===== config.mk =====
export PLATFORM = sky130hd
export DESIGN_NAME = move_dispatcher
export DESIGN_NICKNAME = d
export VERILOG_FILES = /design/src/rtl/rbot_moves_pkg.sv /design/src/rtl/settle_timer.sv /design/src/rtl/move_dispatcher.sv
export SDC_FILE = /design/constraint.sdc
export NUM_CORES = 1
export LEC_CHECK = 0
export CAP_MARGIN = 5
export CORE_MARGIN = 1
export CORE_UTILIZATION = 55
export DETAILED_ROUTE_END_ITERATION = 8
export HOLD_SLACK_MARGIN = 0.1
export PLACE_DENSITY = 0.85
export SLEW_MARGIN = 20
export SYNTH_ARGS = -nofsm -noshare
export SYNTH_HDL_FRONTEND = slang
export SYNTH_SLANG_ARGS = --single-unit

===== constraint.sdc =====
create_clock -name clock -period 11.5 [get_ports clock]
set_input_delay 1.725 -clock clock [delete_from_list [all_inputs] [get_ports clock]]
set_output_delay 1.725 -clock clock [all_outputs]
set_load 0.01 [all_outputs]

===== src/rtl/rbot_moves_pkg.sv =====
// Shared definitions for the scan-move path: move codes, dispatcher states, batch size.
// Latency: n/a (types, constants and a pure function only).
// Backpressure: n/a.
package rbot_moves_pkg;

  // Move slots per batch; each slot is one 4-bit move code.
  localparam int SLOTS = 50;

  typedef logic [3:0] move_t;

  localparam move_t MOVE_EMPTY = 4'd0;
  localparam move_t R  = 4'd2;
  localparam move_t Ri = 4'd3;
  localparam move_t U  = 4'd4;
  localparam move_t Ui = 4'd5;
  localparam move_t F  = 4'd6;
  localparam move_t Fi = 4'd7;
  localparam move_t L  = 4'd8;
  localparam move_t Li = 4'd9;
  localparam move_t B  = 4'd10;
  localparam move_t Bi = 4'd11;
  localparam move_t D  = 4'd12;
  localparam move_t Di = 4'd13;

  typedef enum logic [2:0] {
    ST_IDLE,
    ST_SCAN,
    ST_ISSUE,
    ST_WAIT,
    ST_SETTLE,
    ST_NEXT,
    ST_DONE
  } dispatch_state_t;

  // Codes R..Di form one contiguous range; 0 is empty, 1/14/15 are malformed.
  function automatic logic is_valid_move(input move_t code);
    return (code >= R) && (code <= Di);
  endfunction

endpackage


===== src/rtl/settle_timer.sv =====
// Down-counter that fires once, `count` cycles after a load strobe.
// Latency: `expired` is high in the count-th cycle after load (count 0 behaves as 1).
// Backpressure: none; a new load restarts the interval.
//
// Ports:
//   clock, reset : rising-edge clock, asynchronous active-high reset
//   load         : start a new interval
//   count        : interval length in cycles, sampled on load
//   expired      : one-cycle pulse at the end of the interval
module settle_timer (
  input  logic        clock,
  input  logic        reset,
  input  logic        load,
  input  logic [15:0] count,
  output logic        expired
);

  logic [15:0] remaining;
  logic        running;

  // Fires while the last cycle of the interval is being spent.
  assign expired = running && (remaining <= 16'd1);

  always_ff @(posedge clock or posedge reset) begin
    if (reset) begin
      remaining <= '0;
      running   <= 1'b0;
    end else if (load) begin
      remaining <= count;
      running   <= 1'b1;
    end else if (expired) begin
      remaining <= '0;
      running   <= 1'b0;
    end else if (running) begin
      remaining <= remaining - 16'd1;
    end
  end

endmodule


===== src/rtl/move_dispatcher.sv =====
// Unpacks a batch of move codes (highest slot first) and issues each valid one to the motor driver.
// Latency: first move valid 1 cycle after accept (+1 per skipped slot); >=2 cycles move_done to next move.
// Backpressure: move/move_valid held until move_ready; next move waits for move_done (+ settle interval).
//
// Ports:
//   clock, reset        : rising-edge clock, asynchronous active-high reset
//   moves, new_moves    : packed batch (slot k at [4k+3:4k]) and its one-cycle strobe
//   busy                : batch in progress
//   move, move_valid    : move code to the driver, held until move_ready
//   move_ready          : driver accepts the presented move
//   move_done           : driver finished the accepted move
//   batch_done          : one-cycle pulse when the batch is complete
//   move_count          : moves issued in the current/last batch (saturating)
//   overrun, bad_code   : sticky error flags, cleared only by reset
//
// Build option: define DISPATCH_SETTLE_EN to wait SETTLE_CYCLES after every move_done.
module move_dispatcher #(
  parameter int          SLOTS         = rbot_moves_pkg::SLOTS,
  parameter logic [15:0] SETTLE_CYCLES = 16'd50000
) (
  input  logic               clock,
  input  logic               reset,
  input  logic [4*SLOTS-1:0] moves,
  input  logic               new_moves,
  output logic               busy,
  output logic [3:0]         move,
  output logic               move_valid,
  input  logic               move_ready,
  input  logic               move_done,
  output logic               batch_done,
  output logic [5:0]         move_count,
  output logic               overrun,
  output logic               bad_code
);

  import rbot_moves_pkg::*;

  dispatch_state_t state, state_nxt;

  logic [4*SLOTS-1:0] batch;
  logic [5:0]         idx;
  move_t              cur_code;
  logic               code_ok;
  logic               busy_nxt, valid_nxt, done_nxt;
  logic               settle_expired;

  assign cur_code = batch[idx*4 +: 4];
  assign code_ok  = is_valid_move(cur_code);

`ifdef DISPATCH_SETTLE_EN
  logic settle_load;

  // The interval starts on the same edge the dispatcher leaves WAIT.
  assign settle_load = (state == ST_WAIT) && move_done;

  settle_timer u_settle (
    .clock   (clock),
    .reset   (reset),
    .load    (settle_load),
    .count   (SETTLE_CYCLES),
    .expired (settle_expired)
  );
`else
  assign settle_expired = 1'b0;
`endif

  // State register
  always_ff @(posedge clock or posedge reset) begin
    if (reset) state <= ST_IDLE;
    else       state <= state_nxt;
  end

  // Next-state logic
  always_comb begin
    state_nxt = state;
    case (state)
      ST_IDLE:  if (new_moves) state_nxt = ST_SCAN;
      ST_SCAN: begin
        if (code_ok)          state_nxt = ST_ISSUE;
        else if (idx == 6'd0) state_nxt = ST_DONE;
      end
      ST_ISSUE: if (move_ready) state_nxt = ST_WAIT;
      ST_WAIT: begin
        if (move_done) begin
`ifdef DISPATCH_SETTLE_EN
          state_nxt = ST_SETTLE;
`else
          state_nxt = ST_NEXT;
`endif
        end
      end
      ST_SETTLE: if (settle_expired) state_nxt = ST_NEXT;
      ST_NEXT:  state_nxt = (idx == 6'd0) ? ST_DONE : ST_SCAN;
      ST_DONE:  state_nxt = ST_IDLE;
      default:  state_nxt = ST_IDLE;
    endcase
  end

  // Output logic: next values of the registered handshake/status outputs,
  // decoded from the state being entered so the outputs come straight from flops.
  always_comb begin
    busy_nxt  = (state_nxt != ST_IDLE);
    valid_nxt = (state_nxt == ST_ISSUE);
    done_nxt  = (state == ST_DONE);
  end

  // Datapath and output registers
  always_ff @(posedge clock or posedge reset) begin
    if (reset) begin
      batch      <= '0;
      idx        <= '0;
      move       <= MOVE_EMPTY;
      move_valid <= 1'b0;
      busy       <= 1'b0;
      batch_done <= 1'b0;
      move_count <= '0;
      overrun    <= 1'b0;
      bad_code   <= 1'b0;
    end else begin
      busy       <= busy_nxt;
      move_valid <= valid_nxt;
      batch_done <= done_nxt;

      // A strobe during a batch is dropped; only the flag records it.
      if (new_moves && (state != ST_IDLE)) overrun <= 1'b1;

      case (state)
        ST_IDLE: begin
          if (new_moves) begin
            batch      <= moves;
            idx        <= 6'(SLOTS - 1);
            move_count <= '0;
          end
        end
        ST_SCAN: begin
          if (code_ok) begin
            move <= cur_code;
            if (move_count != 6'(SLOTS)) move_count <= move_count + 6'd1;
          end else begin
            if (cur_code != MOVE_EMPTY) bad_code <= 1'b1;
            if (idx != 6'd0) idx <= idx - 6'd1;
          end
        end
        // Index of an issued slot is only advanced once its move has completed.
        ST_NEXT: begin
          if (idx != 6'd0) idx <= idx - 6'd1;
        end
        default: ;
      endcase
    end
  end

endmodule


# After elaboration in Yosys (flattened, before gate mapping)
# Cells that the tools add are included.
[word_totals]
register_bits = 224
[classes]
n_lt_le_gt_ge = 2
eq_ne = 12
addsub = 2
n_bitwise = 1
shifts = 1
mux = 15
n_reduce_logical = 15
[ops]
columns = ["cell", "n"]
rows = [
  ["200-bit by 9-bit variable part select with 4-bit output", 1],
  ["6-bit 2-to-1 mux", 6],
  ["3-bit 2-to-1 mux", 6],
  ["3-bit case mux with 6 select lines", 1],
  ["6-bit case mux with 3 select lines", 1],
  ["6-bit case mux with 2 select lines", 1],
  ["3-bit by 2-bit equality test with 1-bit output (second input constant)", 3],
  ["3-bit equality test (second input constant)", 3],
  ["3-bit nonzero test", 3],
  ["2-bit inequality test (second input constant)", 4],
  ["6-bit by 1-bit adder with 6-bit output (second input constant)", 1],
  ["6-bit zero test", 1],
  ["6-bit inequality test (second input constant)", 1],
  ["3-bit AND reduction", 2],
  ["6-bit nonzero test", 1],
  ["6-bit by 1-bit subtractor with 6-bit output (second input constant)", 1],
  ["4-bit by 2-bit >= comparator with 1-bit output (second input constant)", 1],
  ["4-bit less-or-equal comparator (second input constant)", 1],
  ["2-bit AND reduction", 2],
  ["4-bit AND reduction", 1],
  ["4-bit nonzero test", 1],
  ["3-bit by 1-bit equality test with 1-bit output (second input constant)", 1],
  ["3-bit zero test", 1],
  ["1-bit logical AND", 2],
  ["other kinds (2)", 2],
]

# Depth between registers and ports, before layout
# Gate-level depths: netlist of the first run.
[logic_depth]
ltp_word = 6
depth_mapped = 13
mapped_depth_nobuf = 9

# Worst setup path before layout of the first run
# Ideal clock, no wire load.
[synth_timing]
path_kind = "input -> register"
startpoint = "input new_moves"
endpoint = "register batch[10]"
arrival_ns = 2.906
setup_slack_ns = 8.528
stages = 6
setup_time_ns = 0.065
path_buffers = 2
path_cell_list = "nand2b_1 > nor3_1 > clkbuf_1 > clkbuf_1 > nand2_1 > nand2_1"
[synth_between]
elab_chain_cells = 1
[synth_rtl]
columns = ["item", "line_no", "source"]
rows = [
  ["from (decl)", "move_dispatcher.sv:24", "input logic new_moves,"],
  ["2-bit AND reduction (no line)", "--", ""],
  ["to (signal assigned)", "move_dispatcher.sv:130", "batch <= moves;"],
  ["to (decl)", "move_dispatcher.sv:40", "logic [4*SLOTS-1:0] batch;"],
]
# No other way between the ends.
# A chain may end at the register's enable or synchronous reset.

# Worst setup path in the final report of the first run
[layout_timing]
startpoint = "register idx[0]"
endpoint = "register move_count[1]"
[layout_between]
elab_chain_cells = 5
elab_cells_between_ends = 6
classes_between = "order compare (2); eq/ne (1); shift (1); reduce/logical (2)"
[layout_rtl]
columns = ["item", "line_no", "source"]
rows = [
  ["from (decl)", "move_dispatcher.sv:41", "logic [5:0] idx;"],
  ["from (signal assigned)", "move_dispatcher.sv:131", "idx <= 6'(SLOTS - 1);"],
  ["from (signal assigned)", "move_dispatcher.sv:141", "if (idx != 6'd0) idx <= idx - 6'd1;"],
  ["from (signal assigned)", "move_dispatcher.sv:146", "if (idx != 6'd0) idx <= idx - 6'd1;"],
  ["200-bit by 9-bit variable part select with 4-bit output *", "move_dispatcher.sv:47", "assign cur_code = batch[idx*4 +: 4];"],
  ["4-bit by 2-bit >= comparator with 1-bit output or 4-bit less-or-equal comparator (tied branches)", "rbot_moves_pkg.sv:37", "return (code >= R) && (code <= Di);"],
  ["1-bit logical AND *", "rbot_moves_pkg.sv:37", ""],
  ["2-bit inequality test (no line) *", "--", ""],
  ["4-bit AND reduction (no line) *", "--", ""],
  ["to (signal assigned)", "move_dispatcher.sv:138", "if (move_count != 6'(SLOTS)) move_count <= move_count + 6'd1;"],
  ["to (decl)", "move_dispatcher.sv:31", "output logic [5:0] move_count,"],
]
# Mark *: on every way between the ends. The rest lies on a longest branch, timed or not.

==> summary.md, run 1 <==
| Metric | Value |
|---|---|
| CTS Hold Bufs | 0 |
| First-pass GRT wire length | 44000 um |
| Grt met2 use | 0.469 |
| Sequential cell area fraction in the yosys report | 0.536 |
| Crit path launch | idx[0] |
| Worst vdd ir | 146 uV |
| Predominant post-synthesis flop cell | dfrtp_1 |
| Clock-pin slew on the worst setup and hold paths | 0.06 ns |
| Clock sinks | 224 |
| Synth area leaders | dfrtp_1 54%, nand2_1 22%, mux4_2 7.7% |
| Die extent in y | 140 um |
| GRT overflow | 0 |
| Mean Syn Cell Area | 9.35 um^2 |
| Power per cell area | 260 nW/um^2 |
| Largest family of logic cells by synthesized area | simple AND/OR/NAND/NOR gates |
| Post-cts sizing count | 0 |
| Final non-filler cell area | 13600 um^2 |
| H-tree levels | 1 |
| Largest net degree at the start of global routing | 146 |
| CTS tree | built |
| Ant. Diodes | 0 |
| Post-Synth XOR/XNOR Area | 0 |
| Routed WL per cell | 17.5 um |
| Vias in the first global route | 8775 |
| Post-DRT Antenna Nets | 0 |
| Reg2reg end | move_count[1] |
| Max clock buf depth | 3 |
| Starting Density | 0.560 |
| Vias per cell | 5.52 |
| Reg2reg start | idx[0] |
| Post-synth top area share | 0.536 |
| Met1 usage | 0.386 |
| Io pins | 220 |
| Worst Skew | 0.00881 ns |
| Total Wirelength | 27200 um |
| GR peak layer | met2 |
| Startpoint type of the worst setup path | flop |
| Post-synthesis register bit count | 224 |
| Slew @ Worst Pin | 1.11 ns |
| Maximum clock frequency | 0.250 GHz |
| LEAKAGE | 0.00660 uW |
| Setup Fix Bufs, Post-CTS | 0 |
| CP Class | reg -> reg |
| Most frequent cell after synthesis | nand2_1 |
| Post-Syn Nets | 1328 |
| CP endpoint | move_count[1] |
| Fin nets | 1514 |
| Final min period | 4.00 ns |
| Synth Area in Compound Gates | 0.0386 |
| Post-synth EDFFs | 0 |
| Core area | 18700 um^2 |
| DRT Pass-1 Iters | 7 |
| Synth async-reset ratio | 1.00 |
| CTS Buf Count | 24 |
| Worst slew margin | 0.258 |
| Area post-placement | 12700 um^2 |
| DIE AREA | 19600 um^2 |
| Layout cell share with drive strength beyond 1 | 0.0742 |
| CP Max Fanout | 55 |
| Root Driver | clkbuf_16 |
| # rows | 50 |
| Pwr Total | 3520 uW |
| Worst Path Required | 11.90 ns |
| Ys Warns | 0 |
| Setup TNS | 0 ns |
| DP Wirelength | 17700 um |
| GP Congestion | 0.814 |
| Commonest cells in the netlist | 623 x nand2_1, 224 x dfrtp_1, 53 x clkbuf_1, 36 x mux4_2, 19 x nor2_1 |
| Initial antenna violation count | 0 |
| CP arrival | 4.39 ns |
| Hold Fails Final Rpt | 0 |
| Gate Count Post-Synth | 1120 |
| Layout area overhead | 29.5% |
| Worst R2R Setup Slack | 7.50 ns |
| Crit. End Element | flop |
| Status | completed |
| Post-synthesis mux area share | 0.131 |
| Vias | 8579 |
| Die width | 140 um |
| Remaining DRCs | 0 |
| Area share of and/or/nand/nor cells after synthesis | 0.259 |
| Worst-Skew Late Latency | 0.51 ns |
| Synth Cell Area | 10500 um^2 |
| Grt met3 use | 0.0547 |
| Adder-Cell Fraction of Synth Area | 0.00359 |
| RSZ-0062 raised after global routing | no |
| Hold crit path type | reg -> reg |
| Global Route Usage Sum | 0.286 |
| Most area-hungry cell type in the Yosys netlist | dfrtp_1 |
| Input/output buffers | 219 |
| Finish-stage setup viols | 0 |
| Tcrit/Tclk final | 0.348 |
| Drt initial violations | 654 |
| MaxCap Viol Count | 0 |
| Post-synth cell types | 57 |
| R2R cell count | 9 |
| Max-slew violations | 0 |
[layout by cell type (no fill, tap or decap), types with 3 or more instances in the layout]
cell / n
clkdlybuf4s50_1: 219
inv_1: 9
ha_1: 3
nor2b_1: 7
nand4_1: 5
o31ai_1: 3
a21o_1: 3
o221ai_1: 3
clkbuf_1: 5
a21oi_1: 4
clkbuf_8: 7
mux4_1: 13
dfrtp_1: 222
o21ai_1: 3
a22oi_1: 3
nor2_1: 19
nand2b_1: 7
mux2i_1: 16
nor3_1: 3
clkbuf_16: 25
o21ai_0: 11
mux2_2: 5
o22ai_1: 3
nand3_1: 8
nand2_1: 622
buf_4: 7
mux4_2: 36
[cell type report]
type,count,area [um^2]
flip-flops and latches,224,5610
fillers,1344,5150
multi-input cells,818,4530
repair buffers,228,2280
clock buffers,37,741
well taps,234,293
clock inverters,4,51.3
inverters,10,45.0
[per-stage QoR]
stage          instances  utilization  worst slack, ns  hold slack (ns)
2_1_floorplan       1120            -             3.64            0.437
3_3_place_gp        1513        0.681             7.14            0.449
3_5_place_dp        1513        0.681             7.03            0.447
4_1_cts             1554        0.723             7.49            0.462
5_1_grt             1555        0.725             7.19            0.481
6_report            1555        0.725             7.50            0.458
[worst max-delay path: stages, from the launching register on]
cell and delay (ns):
dfrtp_4 0.39, buf_4 0.78, mux4_1 0.68, nor2b_1 0.16, a2111oi_0 0.49, or4_4 0.24
nand4_1 0.22, a21oi_4 0.41, a21o_1 0.16, mux2_2 0.34
[routing by layer]
metal	wire (um)	vias to the layer above
met5	0	-
met4	832	0
met3	2030	66
met2	13200	358
met1	11100	4136
li1	-	4019
[state kept, by name, summed over array words and instances, names as in the netlist]
signal	count
bad_code	1
move_count	6
idx	6
move	4
busy	1
state	3
overrun	1
move_valid	1
batch	200
batch_done	1
[report_power, final]
group | internal [uW] | leakage (uW) | total, uW | switching [uW]
clock network | 464 | 0.000392 | 776 | 312
logic | 613 | 0.00345 | 1370 | 757
registers | 1160 | 0.00276 | 1380 | 219
total | 2240 | 0.00660 | 3520 | 1290
[kinds of logic (layout without fill, tap and decap cells)]
group / after synthesis / after routing
compound gates: 55 / 55
mux: 70 / 70
simple gates: 690 / 690
buf+inv: 78 / 279
fa+ha+maj: 3 / 3
flops: 224 / 224
[worst min-delay path by stage]
stage	start	end	cells after the start
global placement	batch[21]	batch[21]	2
global route	batch[21]	batch[21]	2
CTS	bad_code	bad_code	1
detailed placement	bad_code	bad_code	1
finish	bad_code	bad_code	1
floorplan	batch[117]	batch[117]	2
No activity file was read; power rests on OpenSTA's default activity.
==> run 2, diff against run 1 <==
Settings changed: CORE_UTILIZATION 55 to 52, PLACE_DENSITY 0.85 to 0.81.
Clock period 11.5 ns to 4.2 ns, I/O delays scaled along.
==> run 2 against run 1 <==
Net effect:
- worst hold slack improved by 0.013 ns
- clock power grew to 2.9 times the previous value
- routed wire length is 4.7% higher
- final cell count increased by 2.4%
- first-iteration DRC count grew 23%
- core utilization decreased by 2.4 points
- sequential power rose to 2.9 times the previous value
- flip-flop and latch count unchanged
- register-to-register slack worse by 6.9 ns
- die area up 5.7%
- critical path depth is the same
- maximum frequency grew 11%
- highest routed layer unchanged
==> summary.md, run 2 (synthesis results as in run 1) <==
| Metric | Value |
|---|---|
| Status | completed |
| Tcrit/Tclk final | 0.860 |
| GP Congestion | 0.896 |
| Post-Layout Cell Count | 1592 |
| Layout cell share with drive strength beyond 1 | 0.0791 |
| Layout area overhead | 31.2% |
| Global Route Usage Sum | 0.284 |
| Max-slew violations | 0 |
| Clock-pin slew on the worst setup and hold paths | 0.06 ns |
| Vias | 8699 |
| Power per cell area | 720 nW/um^2 |
| Reg2reg start | idx[0] |
| CP Class | reg -> reg |
| DP Cell Count | 1548 |
| Die width | 144 um |
| Routed WL per cell | 17.9 um |
| GRT overflow | 0 |
| DRT Pass-1 Iters | 5 |
| CTS Buf Count | 24 |
| Post-DRT Antenna Nets | 0 |
| Drt initial violations | 807 |
| Starting Density | 0.534 |
| CP arrival | 4.01 ns |
| Die extent in y | 144 um |
| Hold Crit Depth | 2 |
| CTS tree | built |
| RSZ-0062 raised after global routing | no |
| Slew @ Worst Pin | 0.982 ns |
| Worst Skew | 0.00831 ns |
| Finish-stage setup viols | 0 |
| H-tree levels | 1 |
| # rows | 51 |
| Worst hold start | batch[184] |
| Vias in the first global route | 8473 |
| Setup Fix Bufs, Post-CTS | 0 |
| CP Max Fanout | 26 |
| Root Driver | clkbuf_16 |
| Most common cell after layout, fill and taps aside | nand2_1 |
| Pwr Total | 9890 uW |
| DIE AREA | 20700 um^2 |
| DP Wirelength | 19300 um |
| Core area | 19600 um^2 |
| Biggest regs | batch (200), idx (6), move_count (6) |
| Worst Path Required | 4.60 ns |
| Io pins | 220 |
| Reg2reg end | move_count[0] |
| Max FFs per register | 200 |
| Crit. End Element | flop |
| Ant. Diodes | 0 |
| Worst R2R Setup Slack | 0.59 ns |
| Post-cts sizing count | 0 |
| Input/output buffers | 219 |
| MaxCap Viol Count | 0 |
| LEAKAGE | 0.00665 uW |
| Most frequent cells in the layout | 622 x nand2_1, 222 x dfrtp_1, 219 x clkdlybuf4s50_1 |
| Maximum clock frequency | 0.277 GHz |
| Hold crit path type | reg -> reg |
| Setup TNS | 0 ns |
| Initial antenna violation count | 0 |
| Hold Fails Final Rpt | 0 |
| Worst vdd ir | 444 uV |
| Remaining DRCs | 0 |
| First-pass GRT wire length | 44600 um |
| Max clock buf depth | 3 |
| Startpoint type of the worst setup path | flop |
| CTS Hold Bufs | 0 |
| R2R cell count | 9 |
| Largest register by flop count | batch |
| Fin nets | 1517 |
| Worst slew margin | 0.344 |
| Total Wirelength | 28500 um |
| Worst-Skew Late Latency | 0.52 ns |
| Vias per cell | 5.46 |
| Hold Path End | batch[184] |
| Final min period | 3.61 ns |
| Largest net degree at the start of global routing | 206 |
| Fill count | 1399 |
| Clock sinks | 224 |
run 2: cell types whose count changed in the layout (fill, tap and decap cells not counted):
cell | previous run | this run
clkbuf_1 | 5 | 4
buf_16 | 1 | 0
clkinv_4 | 0 | 1
bufinv_16 | 1 | 3
inv_8 | 2 | 0
buf_6 | 1 | 0
clkinvlp_4 | 0 | 2
clkbuf_8 | 7 | 8
buf_12 | 0 | 5
run 2: area by class of cell:
cell class / instances / area [um^2] / area share
clock buffer: 37 / 751 / 0.0547
clock inverter: 7 / 116 / 0.00848
inverter: 10 / 41.3 / 0.00301
multi-input combinational: 818 / 4530 / 0.330
sequential: 224 / 5610 / 0.409
tap: 265 / 332 / 0.0242
timing repair buffer: 231 / 2340 / 0.171
run 2: stage by stage:
step / hold slack [ns] / cell area, um^2 / util / worst slack, ns
after floorplan: 0.437 / 10500 / - / 0.646
after global placement: 0.449 / 12900 / 0.657 / 0.765
after detailed placement: 0.457 / 12900 / 0.657 / 0.666
after CTS: 0.472 / 13700 / 0.701 / 0.607
after global routing: 0.485 / 13700 / 0.701 / 0.404
final: 0.471 / 13700 / 0.701 / 0.590
run 2: worst max-delay path by stage:
stage,start,endpoint
after floorplan,reset,bad_code
final,idx[0],move_count[0]
after detailed placement,idx[0],move_count[1]
after global routing,idx[0],move_count[1]
after global placement,idx[0],move_count[1]
after CTS,idx[0],move_count[1]
run 2: layer usage:
layer | track usage | part of all wire | vias up
met5 | 0 | 0 | -
met4 | 0.127 | 0.041 | 0
met3 | 0.0560 | 0.080 | 85
met2 | 0.442 | 0.47 | 396
met1 | 0.387 | 0.41 | 4187
li1 | - | - | 4031
run 2: worst max-delay path, stage by stage, from the launching register on:
cell and delay [ns]:
dfrtp_4 0.65, buf_4 0.31, or2_1 0.28, o221ai_1 0.25
a31oi_1 0.16, or4_4 0.58, a211o_1 0.39, a21oi_4 0.38
a21o_1 0.16, mux2_2 0.33
run 2: where the power goes:
| group | leakage [uW] | internal [uW] | switching (uW) |
|---|---|---|---|
| Clock | 0.000425 | 1410 | 871 |
| Combinational | 0.00347 | 1700 | 1920 |
| Sequential | 0.00276 | 3170 | 811 |
| Total | 0.00665 | 6280 | 3600 |
